--- config.mk ---
export PLATFORM = sky130hd
export DESIGN_NAME = imem_load_ctrl
export DESIGN_NICKNAME = d
export VERILOG_FILES = /design/src/rtl/imem_ctrl_pkg.sv /design/src/rtl/imem_load_ctrl.sv
export SDC_FILE = /design/constraint.sdc
export NUM_CORES = 1
export LEC_CHECK = 0
export CORE_UTILIZATION = 26
export CTS_CLUSTER_DIAMETER = 120
export DETAILED_ROUTE_END_ITERATION = 16
export HOLD_SLACK_MARGIN = 0.08
export PLACE_DENSITY = 0.9
export SLEW_MARGIN = 20
export SYNTH_ARGS = -nofsm -noshare
export SYNTH_HDL_FRONTEND = slang
export SYNTH_SLANG_ARGS = --single-unit
--- constraint.sdc ---
create_clock -name clk -period 2.3 [get_ports clk]
set_clock_uncertainty 0.15 [all_clocks]
set_input_delay 0.23 -clock clk [delete_from_list [all_inputs] [get_ports clk]]
set_output_delay 0.23 -clock clk [all_outputs]
set_load 0.1 [all_outputs]
--- src/rtl/imem_ctrl_pkg.sv ---
// Shared types and constants for the instruction-memory load/fetch controller.
// Imported by imem_load_ctrl and available to anything that instantiates it.
package imem_ctrl_pkg;

  typedef enum logic [1:0] {
    ST_HALT = 2'd0,
    ST_LOAD = 2'd1,
    ST_RUN  = 2'd2
  } state_e;

  // MOV R0, R0: harmless filler returned whenever the core must not see real memory.
  localparam logic [31:0] NOP_INSTR     = 32'hE1A00000;
  localparam int          DEPTH_DEFAULT = 101;
  localparam int          AW_DEFAULT    = 7;

endpackage : imem_ctrl_pkg

--- src/rtl/imem_load_ctrl.sv ---
// Owns the single instruction-memory port: a loader writes a program in LOAD,
// the fetch stage reads it in RUN, and the core is held stalled otherwise.
module imem_load_ctrl
  import imem_ctrl_pkg::*;
#(
  parameter int          DEPTH = DEPTH_DEFAULT,
  parameter int          AW    = AW_DEFAULT,
  parameter logic [31:0] NOP   = NOP_INSTR
) (
  input  logic          clk,
  input  logic          reset,
  input  logic          load_start,
  input  logic [AW-1:0] ld_len,
  input  logic          ld_valid,
  input  logic [31:0]   ld_data,
  output logic          ld_ready,
  input  logic          run_start,
  input  logic [31:0]   fetch_a,
  output logic [31:0]   fetch_rd,
  output logic          cpu_stall,
  output logic          fetch_fault,
  output logic [31:0]   mem_a,
  output logic [31:0]   mem_wd,
  output logic          mem_we,
  input  logic [31:0]   mem_rd,
  output logic          load_done,
  output logic          load_err,
  output logic [AW-1:0] ld_cnt
);

  localparam logic [AW-1:0] DEPTH_AW   = AW'(DEPTH);
  localparam logic [29:0]   DEPTH_WORD = 30'(DEPTH);

  state_e        state_q, state_d;
  logic [AW-1:0] cnt_q, cnt_d;
  logic [AW-1:0] len_q, len_d;
  logic          loaded_q, loaded_d;
  logic          load_err_q, load_err_d;
  logic          load_done_q, load_done_d;

  logic len_ok;
  logic wr_fire;
  logic last_wr;
  logic addr_bad;

  assign len_ok   = (ld_len != '0) && (ld_len <= DEPTH_AW);
  assign wr_fire  = (state_q == ST_LOAD) && ld_valid;
  assign last_wr  = wr_fire && (cnt_q == len_q - AW'(1));
  assign addr_bad = (fetch_a[1:0] != 2'b00) || (fetch_a[31:2] >= DEPTH_WORD);

  // Next-state logic. LOAD ignores both requests; HALT and RUN share the
  // load_start handling, and load_start always takes precedence over run_start.
  always_comb begin
    // NOTE: every variable gets a default before the case so no path leaves
    // one unassigned, which would otherwise infer a latch.
    state_d     = state_q;
    cnt_d       = cnt_q;
    len_d       = len_q;
    loaded_d    = loaded_q;
    load_err_d  = load_err_q;
    load_done_d = 1'b0;
    case (state_q)
      ST_LOAD: begin
        if (wr_fire) begin
          cnt_d = cnt_q + AW'(1);
          if (last_wr) begin
            state_d     = ST_HALT;
            loaded_d    = 1'b1;
            load_done_d = 1'b1;
          end
        end
      end
      ST_HALT, ST_RUN: begin
        if (load_start) begin
          if (len_ok) begin
            state_d    = ST_LOAD;
            len_d      = ld_len;
            cnt_d      = '0;
            load_err_d = 1'b0;
          end else begin
            load_err_d = 1'b1;
          end
        end else if (run_start && (state_q == ST_HALT) && loaded_q) begin
          state_d = ST_RUN;
        end
      end
      default: state_d = ST_HALT;
    endcase
  end

  // Memory port and core-facing outputs decode directly from state so a RUN
  // fetch completes in the same cycle it is presented.
  always_comb begin
    ld_ready    = 1'b0;
    cpu_stall   = 1'b1;
    mem_we      = 1'b0;
    mem_a       = '0;
    mem_wd      = '0;
    fetch_rd    = NOP;
    fetch_fault = 1'b0;
    case (state_q)
      ST_LOAD: begin
        ld_ready = 1'b1;
        if (ld_valid) begin
          mem_we = 1'b1;
          mem_a  = {{(30 - AW){1'b0}}, cnt_q, 2'b00};
          mem_wd = ld_data;
        end
      end
      ST_RUN: begin
        cpu_stall   = 1'b0;
        mem_a       = fetch_a;
        fetch_fault = addr_bad;
        fetch_rd    = addr_bad ? NOP : mem_rd;
      end
      default: ;
    endcase
  end

  always_ff @(posedge clk or negedge reset) begin
    if (!reset) begin
      state_q     <= ST_HALT;
      cnt_q       <= '0;
      len_q       <= '0;
      loaded_q    <= 1'b0;
      load_err_q  <= 1'b0;
      load_done_q <= 1'b0;
    end else begin
      // NOTE: non-blocking assignments so every register samples the values
      // from before this edge, independent of statement order.
      state_q     <= state_d;
      cnt_q       <= cnt_d;
      len_q       <= len_d;
      loaded_q    <= loaded_d;
      load_err_q  <= load_err_d;
      load_done_q <= load_done_d;
    end
  end

  assign ld_cnt    = cnt_q;
  assign load_err  = load_err_q;
  assign load_done = load_done_q;

endmodule : imem_load_ctrl

==> metrics <==
dominant cells by area after synthesis dfrtp_1 (24%), and3_1 (19%), and2_1 (9.2%); Site Rows 31; CP max stage delay 0.34 ns; Main synth FF type dfrtp_1; number of max-cap violations 0; post-route minimum period 2.36 ns; CP most frequent cell buf_12; Startpoint Class input pin; Ys Warns 0; leakage power 0.00254 µW; Synth Area in Adders 3.19%; Synth cell types 38; Synth Area in XOR/XNOR 6.25%; WP depth 9; Synth Area per Inst 7.88 µm²; Max VDD drop 1.03 mV; Final Max Tran Viols 0; Yosys top cell area share 24.2%; H-Tree Depth 1; multiplexer share of the synthesized area 4.15%; Bufs on Longest Clock Path 2; Worst path slowest cell a311oi_2; Critical Path, Cell by Cell dlygate4sd2_1, nor3_2, nand3_2, a311oi_2, buf_4, buf_12, and2_4, nand2b_4, buf_12; pin count of the biggest net entering global routing 62; worst-margin pin slew 0.501 ns; layout cell share with drive strength beyond 1 57.1%; die area 7900 µm²; total congestion overflow 0; DRT Wirelength 12200 µm; Final WS setup -0.0562 ns; outcome finished, violations left; maximum clock frequency 424 MHz; Register-to-Register Path Depth 7; Worst Path Arrival 1.98 ns; DIE WIDTH 88.9 µm; Layout Area Growth over Synthesis 199%; Hold Crit Class input pin to async pin; First-pass DRT Iterations 4; CP required 1.92 ns; CTS sink count 19; final worst-path cycle share 102%; GP Congestion 0.807; vias in the first global route 3049; Port Buffers 216; effective utilization at floorplan 26.9%; count leader, synth and3_1; syn nets 362; share of synthesized registers carrying an async set or reset 100%; number of buffers created by CTS 3; top post-synthesis cells by count and3_1 (59), and2_1 (29), dfrtp_1 (19); cell accounting for the most synthesized area dfrtp_1; wire length per cell 20.8 µm; critical path peak fanout 6; initial antenna violation count 3; Finish-stage setup viols 20; Worst Path Buf+Inv 4; Synth Instances 249; CP top delay family buffers and inverters; global-route wire length before repair 16600 µm; Post-synth EDFFs 0; ANT nets after route 0; Netlist Area Pre-Place 1960 µm²; FF+latch count, synth 19; drt initial violations 106; placed insts 571; sequential cell area fraction in the yosys report 24.2%; Hold Fails Final Rpt 0; Synth Area in Compound Gates 8.67%; Crit. End Element output port; crit path kind input pin to output port; simple-gate area share of the yosys netlist 49.0%; root buf cell clkbuf_8; Rel. slew slack 66.5%; total track usage 28.0%; RSZ-0062 raised after global routing true; die height 88.9 µm; Vias 2933; Setup WS pre-CTS -0.543 ns; DP Wirelength 9170 µm; vias per cell 5.01; largest family of logic cells by synthesized area simple AND/OR/NAND/NOR gates; clk_lat worst skew 0.26 ns; Pwr Density 929 nW/µm²; Clock Pin Slew Worst Setup and Hold Paths 0.07 ns; core area 7290 µm²; # IOs 217; CTS tree yes; Layout Cells excl Fill 585; failing checks setup timing; final net count 597; drc violations 0
==> worst reg2reg max path, stage by stage, from the launching register on <==
cell	delay, ns
dfrtp_1	0.44
inv_2	0.10
ha_1	0.23
or2_2	0.33
o31a_4	0.14
nor3_2	0.26
nand3_2	0.11
mux2_4	0.30
==> timing repair <==
action | 4_1_cts | 5_1_grt
endpoints found under the setup margin | 37 | 43
buffers inserted | 5 | 0
gates resized for setup | 103 | 30
cloned | 2 | 0
hold buffers | 0 | 0
pin swaps | 25 | 12
==> worst paths after layout <==
| path | to | start | slack, ns |
|---|---|---|---|
| max | fetch_rd[23] | fetch_a[22] | -0.06 |
| min | len_q[6] | reset | 0.15 |
| max reg2reg | ld_cnt[6] | state_q[0] | 0.13 |
| min reg2reg | loaded_q | loaded_q | 0.34 |
| max in group asynchronous | state_q[1] | reset | 1.32 |
| min in group clk | loaded_q | loaded_q | 0.34 |
==> layout make-up <==
cell class | count | area (µm²)
timing repair buffer | 247 | 3370
multi-input combinational | 207 | 1810
fill | 406 | 1430
sequential | 19 | 477
tap | 99 | 124
clock buffer | 4 | 45.0
inverter | 6 | 26.3
antenna | 3 | 7.51
==> power by group <==
group	internal, µW	leakage (µW)	switching [µW]
logic	1670	0.00228	2930
registers	454	0.000242	156
clock network	123	0.0000228	111
total	2250	0.00254	3200
==> per-layer routing <==
metal	up-vias	global-route usage, %	wire, µm
met3	31	6.16	838
met4	0	9.82	361
met5	-	0	0
li1	1355	-	-
met2	132	57.5	7000
met1	1415	26.8	3980
==> state kept, by name, indices dropped and copies added, names as in the netlist <==
name       flops
len_q          7
load_err       1
state_q        2
loaded_q       1
load_done      1
ld_cnt         7
==> logic make-up (layout without fill, tap and decap cells) <==
kind of cell    count (synthesis)  after routing
other cells                     0              3
compound gates                 22             22
flops                          19             19
buf+inv                        23            257
xor+xnor                       14             14
mux                             7              7
simple gates                  159            159
fa+ha+maj                       5              5
==> cells in the final DEF, fill, tap and decap left out, types with 4 or more instances in the layout <==
master / Yosys / layout
buf_2: 1 / 8
mux2_2: 5 / 5
and2_1: 29 / 17
xor2_1: 4 / 4
a22oi_1: 7 / 4
nand2_1: 8 / 8
o21ai_0: 6 / 5
nor4_4: 1 / 5
and3_2: 0 / 31
and3_1: 59 / 6
nand2b_4: 0 / 6
buf_4: 0 / 33
inv_1: 6 / 4
nand3_1: 8 / 7
clkbuf_2: 0 / 8
and3_4: 0 / 22
buf_12: 0 / 103
dlygate4sd2_1: 0 / 8
xnor2_1: 10 / 10
clkdlybuf4s50_1: 0 / 77
nor3_1: 5 / 4
nor2b_4: 0 / 7
and2_2: 0 / 10
nor2_1: 16 / 15
dfrtp_1: 19 / 18
==> per-stage QoR <==
stage / TNS, ns / hold WS (ns) / area, µm² / utilization (%) / power [µW]
after global placement: -6.31 / 0.320 / 5550 / 76.1 / 5010
after CTS: -0.480 / 0.158 / 5830 / 80.0 / 5400
after global routing: -1.17 / 0.185 / 5870 / 80.5 / 5640
final: -0.553 / 0.151 / 5870 / 80.5 / 5450
after floorplan: -0.252 / -0.216 / 2190 / - / 3570
after detailed placement: -15.42 / 0.329 / 5550 / 76.1 / 5120
Power figures use the tool's default switching activity.
